===== src/rtl/lift_pkg.sv =====
// rtl/lift_pkg.sv - shared floor/state types and call-scan helpers for the lift controller
package lift_pkg;

    typedef logic [1:0] floor_t;

    localparam floor_t FLOOR_BOTTOM = 2'd0;
    localparam floor_t FLOOR_MIDDLE = 2'd1;
    localparam floor_t FLOOR_TOP    = 2'd2;

    typedef enum logic [2:0] {
        INIT,
        IDLE,
        MOVE_UP,
        MOVE_DOWN,
        DWELL,
        FAULT
    } state_t;

    // Any latched call strictly above floor f.
    function automatic logic calls_above(input logic [2:0] pend, input floor_t f);
        logic r;
        case (f)
            FLOOR_BOTTOM: r = pend[2] | pend[1];
            FLOOR_MIDDLE: r = pend[2];
            default:      r = 1'b0;
        endcase
        return r;
    endfunction

    // Any latched call strictly below floor f.
    function automatic logic calls_below(input logic [2:0] pend, input floor_t f);
        logic r;
        case (f)
            FLOOR_TOP:    r = pend[1] | pend[0];
            FLOOR_MIDDLE: r = pend[0];
            default:      r = 1'b0;
        endcase
        return r;
    endfunction

endpackage


===== src/rtl/lift_sync.sv =====
// rtl/lift_sync.sv - multi-stage input synchroniser, resets to all-ones (inactive for active-low inputs)
//
// Ports:
//   clock  in        rising-edge clock
//   reset  in        synchronous, active-high; loads all stages with ones
//   d      in  W     asynchronous inputs
//   q      out W     inputs delayed by STAGES clocks
module lift_sync #(
    parameter int WIDTH  = 1,
    parameter int STAGES = 2
) (
    input  logic             clock,
    input  logic             reset,
    input  logic [WIDTH-1:0] d,
    output logic [WIDTH-1:0] q
);

    logic [WIDTH-1:0] stage_q [STAGES];
    logic [WIDTH-1:0] stage_d [STAGES];

    always_comb begin
        stage_d[0] = d;
        for (int i = 1; i < STAGES; i++) begin
            stage_d[i] = stage_q[i-1];
        end
    end

    always_ff @(posedge clock) begin
        for (int i = 0; i < STAGES; i++) begin
            if (reset) begin
                stage_q[i] <= '1;
            end else begin
                stage_q[i] <= stage_d[i];
            end
        end
    end

    assign q = stage_q[STAGES-1];

endmodule


===== src/rtl/lift_controller.sv =====
// rtl/lift_controller.sv - three-floor lift controller: call latching, SCAN scheduling, motor and door timing
//
// Optional feature macro: LIFT_WATCHDOG_EN (movement watchdog and FAULT state)
//
// Ports:
//   clock         in       rising-edge clock
//   reset         in       synchronous, active-high
//   top           in       active-low, lift at floor 2
//   middle_plus   in       active-low upper middle sensor
//   middle_minus  in       active-low lower middle sensor
//   bottom        in       active-low, lift at floor 0
//   call0..call2  in       active-low call buttons (pulses allowed)
//   direction     out      1 = up, 0 = down
//   enable        out      active-low motor enable
//   floor         out [2]  last confirmed floor
//   pending       out [3]  latched calls, bit n = floor n
//   door_open     out      high during dwell
//   fault         out      watchdog fault
module lift_controller
    import lift_pkg::*;
#(
    parameter int DWELL_CYCLES = 50_000,
    parameter int SYNC_STAGES  = 2,
    parameter int WDOG_CYCLES  = 5_000_000
) (
    input  logic       clock,
    input  logic       reset,
    input  logic       top,
    input  logic       middle_plus,
    input  logic       middle_minus,
    input  logic       bottom,
    input  logic       call0,
    input  logic       call1,
    input  logic       call2,
    output logic       direction,
    output logic       enable,
    output logic [1:0] floor,
    output logic [2:0] pending,
    output logic       door_open,
    output logic       fault
);

    localparam int SYNC_N = (SYNC_STAGES < 2) ? 2 : SYNC_STAGES;
    localparam int DW     = (DWELL_CYCLES > 1) ? $clog2(DWELL_CYCLES) : 1;
    localparam logic [DW-1:0] DWELL_LOAD = DW'(DWELL_CYCLES - 1);

    // Input synchronisation and decode
    logic [6:0] raw_in;
    logic [6:0] sync_in;

    assign raw_in = {call2, call1, call0, bottom, middle_minus, middle_plus, top};

    lift_sync #(
        .WIDTH  (7),
        .STAGES (SYNC_N)
    ) u_sync (
        .clock (clock),
        .reset (reset),
        .d     (raw_in),
        .q     (sync_in)
    );

    logic       at0;
    logic       at1;
    logic       at2;
    logic       at_any;
    floor_t     at_floor;
    logic [2:0] calls;

    assign at2      = ~sync_in[0];
    // One middle sensor on its own means the car is between floors.
    assign at1      = ~sync_in[1] & ~sync_in[2];
    assign at0      = ~sync_in[3];
    assign calls    = ~sync_in[6:4];
    assign at_any   = at0 | at1 | at2;
    assign at_floor = at0 ? FLOOR_BOTTOM : (at2 ? FLOOR_TOP : FLOOR_MIDDLE);

    // State
    state_t        state_q,     state_d;
    logic          enable_q,    enable_d;
    logic          direction_q, direction_d;
    floor_t        floor_q,     floor_d;
    logic [2:0]    pending_q,   pending_d;
    logic          door_open_q, door_open_d;
    logic          last_up_q,   last_up_d;
    logic [DW-1:0] dwell_q,     dwell_d;
    logic          run;
    logic          want_up;
    logic          arrived;

`ifdef LIFT_WATCHDOG_EN
    localparam int WW = (WDOG_CYCLES > 1) ? $clog2(WDOG_CYCLES) : 1;
    localparam logic [WW-1:0] WDOG_LAST = WW'(WDOG_CYCLES - 1);

    logic [WW-1:0] wdog_q, wdog_d;
    logic          fault_q, fault_d;
`endif

    assign arrived = at_any && (at_floor != floor_q);

    always_comb begin
        state_d   = state_q;
        floor_d   = floor_q;
        last_up_d = last_up_q;
        dwell_d   = dwell_q;
        run       = 1'b0;
        want_up   = direction_q;

        case (state_q)
            INIT: begin
                run     = 1'b1;
                want_up = 1'b0;
                if (at_any) begin
                    floor_d = at_floor;
                    state_d = IDLE;
                    run     = 1'b0;
                end
            end

            IDLE: begin
                if (pending_q[floor_q]) begin
                    state_d = DWELL;
                end else if (last_up_q && calls_above(pending_q, floor_q)) begin
                    state_d = MOVE_UP;
                end else if (calls_below(pending_q, floor_q)) begin
                    state_d = MOVE_DOWN;
                end else if (calls_above(pending_q, floor_q)) begin
                    state_d = MOVE_UP;
                end
            end

            MOVE_UP: begin
                run       = 1'b1;
                want_up   = 1'b1;
                last_up_d = 1'b1;
                if (arrived) begin
                    floor_d = at_floor;
                end
                if (at2 || (arrived && pending_q[at_floor])) begin
                    state_d = DWELL;
                    run     = 1'b0;
                end
            end

            MOVE_DOWN: begin
                run       = 1'b1;
                want_up   = 1'b0;
                last_up_d = 1'b0;
                if (arrived) begin
                    floor_d = at_floor;
                end
                if (at0 || (arrived && pending_q[at_floor])) begin
                    state_d = DWELL;
                    run     = 1'b0;
                end
            end

            DWELL: begin
                // A fresh press for this floor keeps the door open instead of queueing.
                if (calls[floor_q]) begin
                    dwell_d = DWELL_LOAD;
                end else if (dwell_q == '0) begin
                    state_d = IDLE;
                end else begin
                    dwell_d = dwell_q - 1'b1;
                end
            end

            FAULT: begin
                state_d = FAULT;
            end

            default: begin
                state_d = INIT;
            end
        endcase

`ifdef LIFT_WATCHDOG_EN
        wdog_d = '0;
        if (state_q inside {INIT, MOVE_UP, MOVE_DOWN}) begin
            if ((floor_d != floor_q) || (state_d != state_q)) begin
                wdog_d = '0;
            end else if (wdog_q == WDOG_LAST) begin
                state_d = FAULT;
                run     = 1'b0;
            end else begin
                wdog_d = wdog_q + 1'b1;
            end
        end
        fault_d = (state_d == FAULT);
`endif

        if ((state_d == DWELL) && (state_q != DWELL)) begin
            dwell_d = DWELL_LOAD;
        end

        // Calls for the floor being dwelt at are absorbed, including on the entry cycle.
        pending_d = pending_q | calls;
        if (state_d == DWELL) begin
            pending_d[floor_d] = 1'b0;
        end

        door_open_d = (state_d == DWELL);

        // Direction only moves while the motor is off; the motor starts one cycle
        // later once direction already matches the wanted sense.
        direction_d = enable_q ? want_up : direction_q;
        enable_d    = ~(run && (direction_q == want_up));
    end

    always_ff @(posedge clock) begin
        if (reset) begin
            state_q     <= INIT;
            enable_q    <= 1'b1;
            direction_q <= 1'b0;
            floor_q     <= FLOOR_BOTTOM;
            pending_q   <= 3'b000;
            door_open_q <= 1'b0;
            last_up_q   <= 1'b1;
            dwell_q     <= '0;
`ifdef LIFT_WATCHDOG_EN
            wdog_q      <= '0;
            fault_q     <= 1'b0;
`endif
        end else begin
            state_q     <= state_d;
            enable_q    <= enable_d;
            direction_q <= direction_d;
            floor_q     <= floor_d;
            pending_q   <= pending_d;
            door_open_q <= door_open_d;
            last_up_q   <= last_up_d;
            dwell_q     <= dwell_d;
`ifdef LIFT_WATCHDOG_EN
            wdog_q      <= wdog_d;
            fault_q     <= fault_d;
`endif
        end
    end

    assign direction = direction_q;
    assign enable    = enable_q;
    assign floor     = floor_q;
    assign pending   = pending_q;
    assign door_open = door_open_q;

`ifdef LIFT_WATCHDOG_EN
    assign fault = fault_q;
`else
    // No watchdog in this build: fault is constant low.
    assign fault = 1'b0 && (WDOG_CYCLES > 0);
`endif

endmodule


===== config.mk =====
export PLATFORM = sky130hd
export DESIGN_NAME = lift_controller
export DESIGN_NICKNAME = d
export VERILOG_FILES = /design/src/rtl/lift_pkg.sv /design/src/rtl/lift_sync.sv /design/src/rtl/lift_controller.sv
export SDC_FILE = /design/constraint.sdc
export NUM_CORES = 1
export LEC_CHECK = 0
export CORE_ASPECT_RATIO = 0.75
export CORE_UTILIZATION = 60
export CTS_CLUSTER_DIAMETER = 50
export CTS_CLUSTER_SIZE = 28
export DETAILED_ROUTE_END_ITERATION = 8
export PLACE_DENSITY_LB_ADDON = 0.05
export SYNTH_ARGS = -nofsm -noshare
export SYNTH_HDL_FRONTEND = slang
export SYNTH_SLANG_ARGS = --single-unit
export TNS_END_PERCENT = 5

===== constraint.sdc =====
create_clock -name clock -period 7.3 [get_ports clock]
set_clock_uncertainty 0.2 [all_clocks]
set_input_delay 1.095 -clock clock [delete_from_list [all_inputs] [get_ports clock]]
set_output_delay 1.095 -clock clock [all_outputs]
set_load 0.05 [all_outputs]

==> results.toml, run 1 <==
[finish]
area_growth_pct = 11.7
num-fill-cells = 256
n_antenna_cell = 0
drive_gt1_share_pct = 16.1
final_nets = 266
final_util_pct = 71.8
mostFrequentLayoutCells = "42 x dfxtp_1, 24 x nor2_1, 16 x or2_2, 16 x clkdlybuf4s50_1"
mostFrequentLayoutCell = "dfxtp_1"
multiInputGateArea_mm2 = 0.00120
regArea_um2 = 841

[worst_setup_path]
critPathArrivalTime_ns = 1.82
crit_start = "floor[1]"
path_delay_family = "buffers and inverters"
crit_path_start_kind = "register"
end_kind = "output port"
worstPathBufferInverterCount = 1
reg2reg_from = "floor[1]"
path_class = "reg -> out"
critical-path-slowest-cell = "clkdlybuf4s50_1"
cp.required_ns = 6.00
cp_max_fo = 13
crit_path_cell_trace = "clkdlybuf4s50_1"
critPathMaxStageDelay_ns = 0.90

[clock_network]
cts_max_level = 2
clk_latency_ns = 0.30
cts_buffers = 5
cts.sinks = 42
postCtsHoldBufs = 0
cts_max_path_buffers = 2
root_buffer = "clkbuf_8"
path_clk_slew_ns = 0.08
post-cts-setup-buffers = 0
cts_tree = "yes"
post_cts_resized = 0

[logic_synthesis]
synth_nets = 255
synthArstFlopShare_pct = 0
synth_area_leader_cell = "dfxtp_1"
synthCells = 242
ys_seq_area_share_pct = 39.0
synth_warnings = 0
synth.top_cell.area_share_pct = 39.0
syn_area_mm2 = 0.00216
ys_top_cells_by_area = "dfxtp_1 39%, or2_2 4.6%, nor2_1 4.2%"
synth-edff-count = 0
ys_seq_elements = 42
synth.distinct_cells = 57
synth.avg_cell_area_um2 = 8.92
synth_ff_type = "dfxtp_1"

[grt]
globalRouteOverflowTotal = 0
grt_pass1_vias = 1558
antenna_found_initial = 0
grt_use_total_pct = 25.2
grt_pass1_wl_mm = 7.23
grt_max_degree = 34

[sta]
rsz0062_at_grt = "no"
setup_viol = 0
drv_slew = 0
tightestPinTransition_ns = 0.769
finalCritPeriodShare_pct = 42.7
relSlewSlack_pct = 48.7
fin_crit_ns = 3.12
clock.fmax_mhz = 321
fin_tns_setup_ns = 0
hold_viol = 0

[floorplan]
die_area_mm2 = 0.00384
initial_utilization_pct = 64.3
pin_count = 18
dieWidth_um = 71.3
rows = 18
coreArea_mm2 = 0.00336
die_h_um = 53.9

[placed_design]
gp_congestion = 0.929
dpl.hpwl_mm = 3.09
portBuffers = 16

[detailed_routing]
wl_mm = 4.44
via_count = 1721
detail-route-antenna-nets = 0
wl_per_cell_um = 15.1
first_iter_violations = 141
firstDrtPassIters = 6
drc = 2
routed_via_density = 5.85

[job]
maxCapViolations = 0

[min_path]
min-delay-start = "u_sync.stage_q[0][3]"
hold_class = "reg -> reg"

[power]
leakagePower_nw = 0.898
finalPower_mw = 0.532
powerDensity_mw_per_mm2 = 221
peakVddDrop_v = 0.000140

[run_status]
status = "finished, violations left"
violations = "DRC"
==> path summary, 6_finish.rpt <==
check                                            end  slack, ns  cells past startpoint
worst min-delay path            u_sync.stage_q[1][3]       0.21                      1
worst min register to register  u_sync.stage_q[1][3]       0.21                      1
worst max register to register            dwell_q[5]       4.27                      8
worst max-delay path                        floor[1]       4.18                      1
==> power by group <==
group          switching (mW)  internal (mW)
Combinational          0.0514         0.0395
Sequential             0.0144          0.240
Clock                  0.0840          0.102
==> area by class of cell <==
class / instances / area share [%]
clock inverter: 3 / 1.82
inverter: 9 / 1.40
clock buffer: 5 / 2.86
timing repair buffer: 17 / 6.96
sequential: 42 / 34.9
multi-input combinational: 178 / 50.0
tap: 40 / 2.08
==> state kept, by name, summed over array words and instances (netlist names) <==
| signal | flops |
|---|---|
| direction | 1 |
| door_open | 1 |
| dwell_q | 16 |
| enable | 1 |
| floor | 2 |
| last_up_q | 1 |
| pending | 3 |
| state_q | 3 |
| u_sync.stage_q | 14 |
==> per-stage QoR <==
step | hold slack (ns) | cells | cell area [um^2] | setup WS (ns)
after detailed placement | 0.194 | 286 | 2300 | 4.34
after global placement | 0.191 | 286 | 2300 | 4.42
after CTS | 0.213 | 294 | 2410 | 4.20
final | 0.212 | 294 | 2410 | 4.18
after global routing | 0.230 | 294 | 2410 | 4.03
after floorplan | 0.189 | 242 | 2160 | 4.44
==> cell usage after synthesis (2+ instances only) <==
master    instances
o21ai_1           3
nor2b_1           5
buf_6             2
and2_1            3
nand2_1          10
clkbuf_1          5
buf_4             3
xnor2_1           8
nand3_1           8
o21ai_0           6
or3_1             3
nand2b_1          4
nor3_2            7
xor2_1            6
o21a_1            3
nor2_1           24
dfxtp_1          42
inv_1             8
or2_2            16
buf_2             3
ha_1              4
a211o_1           2
mux2i_1           4
a21oi_1          10
a31oi_1           8
a311oi_1          2
nor4_1            4
nor3_1           10
==> cell families (layout without fill, tap and decap cells) <==
group / count (synthesis) / after routing / share of synthesized area (%)
muxes: 5 / 5 / 2.38
AOI/OAI and AO/OA: 51 / 51 / 17.3
buffers and inverters: 22 / 34 / 5.22
DFF: 42 / 42 / 39.0
other: 1 / 1 / 0.174
adders and majority gates: 4 / 4 / 2.32
and+or+nand+nor: 103 / 103 / 28.0
xor gates and xnor gates: 14 / 14 / 5.68
==> metal layers <==
| layer | GRT usage, % | part of all wire, % | up-vias |
|---|---|---|---|
| met3 | 6.37 | 6.5 | 5 |
| met2 | 37.6 | 40 | 57 |
| met4 | 9.00 | 0.97 | 0 |
| met1 | 35.5 | 52 | 776 |
| met5 | 0 | 0 | - |
| li1 | - | - | 883 |
(Power assumes the default switching activity.)
==> run 2: changes to the inputs <==
--- a/config.mk
+++ b/config.mk
@@ -6,7 +6,7 @@
 export NUM_CORES = 1
 export LEC_CHECK = 0
 export CORE_ASPECT_RATIO = 0.75
-export CORE_UTILIZATION = 60
+export CORE_UTILIZATION = 52
 export CTS_CLUSTER_DIAMETER = 50
 export CTS_CLUSTER_SIZE = 28
 export DETAILED_ROUTE_END_ITERATION = 8
==> constraint.sdc (replaced) <==
create_clock -name clock -period 2.8 [get_ports clock]
set_clock_uncertainty 0.2 [all_clocks]
set_input_delay 0.42 -clock clock [delete_from_list [all_inputs] [get_ports clock]]
set_output_delay 0.42 -clock clock [all_outputs]
set_load 0.05 [all_outputs]
==> run 2 against run 1 <==
  * The run now ends clean
  * Power increased to 2.7 times the previous value
  * Critical path depth grew 8
  * Die area is 15% higher
  * Design area rose by 2.0%
  * Cell count rose by 5.4%
  * Largest cell class unchanged
  * Clock power rose to 2.7 times the previous value
  * Critical path type is now reg -> reg
  * Worst hold slack improved by 0.00085 ns
==> results.toml, run 2 (synthesis gave the netlist of run 1 again) <==
[clock_network]
cts_max_path_buffers = 2
cts_max_level = 2
clk_latency_ns = 0.30
cts_tree = "yes"
postCtsHoldBufs = 0
cts_buffers = 5
root_buffer = "clkbuf_8"
cts.sinks = 42
path_clk_slew_ns = 0.09
post-cts-setup-buffers = 0
post_cts_resized = 0

[detailed_routing]
routed_via_density = 5.67
wl_mm = 4.78
drc = 0
wl_per_cell_um = 15.4
detail-route-antenna-nets = 0
first_iter_violations = 168
via_count = 1759
firstDrtPassIters = 4

[finish]
mostFrequentLayoutCells = "40 x dfxtp_1, 24 x nor2_1, 16 x or2_2, 16 x clkdlybuf4s50_1"
num-fill-cells = 341
drive_gt1_share_pct = 18.2
fin_area_mm2 = 0.00246
largest_reg_flops = 16
reg_top3 = "dwell_q: 16 flops, u_sync.stage_q: 14 flops"
regMostFlops = "dwell_q"
area_growth_pct = 13.9
final_util_pct = 64.6
n_antenna_cell = 0
final_nets = 270
mostFrequentLayoutCell = "dfxtp_1"

[sta]
rsz0062_at_grt = "no"
clock.fmax_mhz = 394
relSlewSlack_pct = 58.8
fin_tns_setup_ns = 0
setup_viol = 0
tightestPinTransition_ns = 0.618
hold_viol = 0
finalCritPeriodShare_pct = 90.6
fin_crit_ns = 2.54
setup_slack_ns = 0.262
drv_slew = 0
whs_ns = 0.213

[worst_setup_path]
cp.required_ns = 2.78
crit_path_start_kind = "register"
end_kind = "register"
path_class = "reg -> reg"
worstSetupEndpoint = "dwell_q[4]"
cp_max_fo = 13
reg2reg_depth = 9
reg2reg_from = "floor[1]"
crit_start = "floor[1]"
rr_endpoint = "dwell_q[4]"
critPathArrivalTime_ns = 2.52
reg2reg_slack_ns = 0.26

[placed_design]
dpl-instance-area_mm2 = 0.00234
portBuffers = 16
gp_congestion = 0.867
pre_cts_ws_ns = 0.282
dpl.hpwl_mm = 3.40

[power]
comb_power_share_pct = 18.1
powerDensity_mw_per_mm2 = 575
switchingPower_mw = 0.405
power.internal_mw = 1.01
switching_share_pct = 28.7
pwr-share-seq_pct = 46.9
power_frac_clock_pct = 35.0
peakVddDrop_v = 0.000375
leakagePower_nw = 0.920

[floorplan]
die_h_um = 57.8
initial_utilization_pct = 56.7
die_area_mm2 = 0.00441
rows = 19
pin_count = 18
dieWidth_um = 76.4
coreArea_mm2 = 0.00380

[grt]
antenna_found_initial = 0
grt_use_total_pct = 23.8
grt_pass1_wl_mm = 8.16
globalRouteOverflowTotal = 0
grt_max_degree = 27
grt_pass1_vias = 1616

[job]
maxCapViolations = 0

[min_path]
min-delay-start = "u_sync.stage_q[0][3]"
hold_class = "reg -> reg"

[run_status]
status = "completed"
-- run 2: how the worst min path moves through the flow --
stage                      endpoint  cells past startpoint
2_1_floorplan  u_sync.stage_q[1][0]                      1
3_3_place_gp   u_sync.stage_q[1][6]                      1
3_5_place_dp   u_sync.stage_q[1][3]                      1
4_1_cts        u_sync.stage_q[1][3]                      1
5_1_grt        u_sync.stage_q[1][5]                      1
6_report       u_sync.stage_q[1][3]                      1
-- run 2: cell type report --
cell class,count,area [um^2],share of cell area [%]
clock buffer,5,68.8,2.80
tap,52,65.1,2.65
sequential,42,843,34.3
multi-input combinational,178,1200,49.0
clock inverter,3,43.8,1.78
timing repair buffer,21,198,8.04
inverter,9,33.8,1.37
-- run 2: power groups by stage --
stage / Combinational (mW) / Sequential (mW) / Clock (mW)
after floorplan: 0.177 / 0.678 / 0
final: 0.256 / 0.662 / 0.494
after global routing: 0.280 / 0.667 / 0.529
after detailed placement: 0.251 / 0.675 / 0
after global placement: 0.250 / 0.675 / 0
after CTS: 0.253 / 0.661 / 0.496
-- run 2: through the flow --
step / cells / power (mW)
floorplan: 242 / 0.854
global placement: 302 / 0.926
detailed placement: 302 / 0.926
CTS: 310 / 1.41
global route: 310 / 1.48
finish: 310 / 1.41
-- run 2: layer usage --
layer	wire length, um	global-route usage, %	vias up
li1	-	-	887
met1	2640	37.7	812
met2	1840	31.9	56
met3	266	5.20	4
met4	30	5.77	0
met5	0	0	-
-- run 2: worst max-delay path, stage by stage, from the launching register on --
cell	delay, ns
dfxtp_2	0.48
inv_1	0.14
ha_1	0.22
o21a_1	0.16
a21oi_1	0.17
o31ai_1	0.09
a222oi_1	0.30
buf_4	0.20
and2_1	0.37
nor3_2	0.08
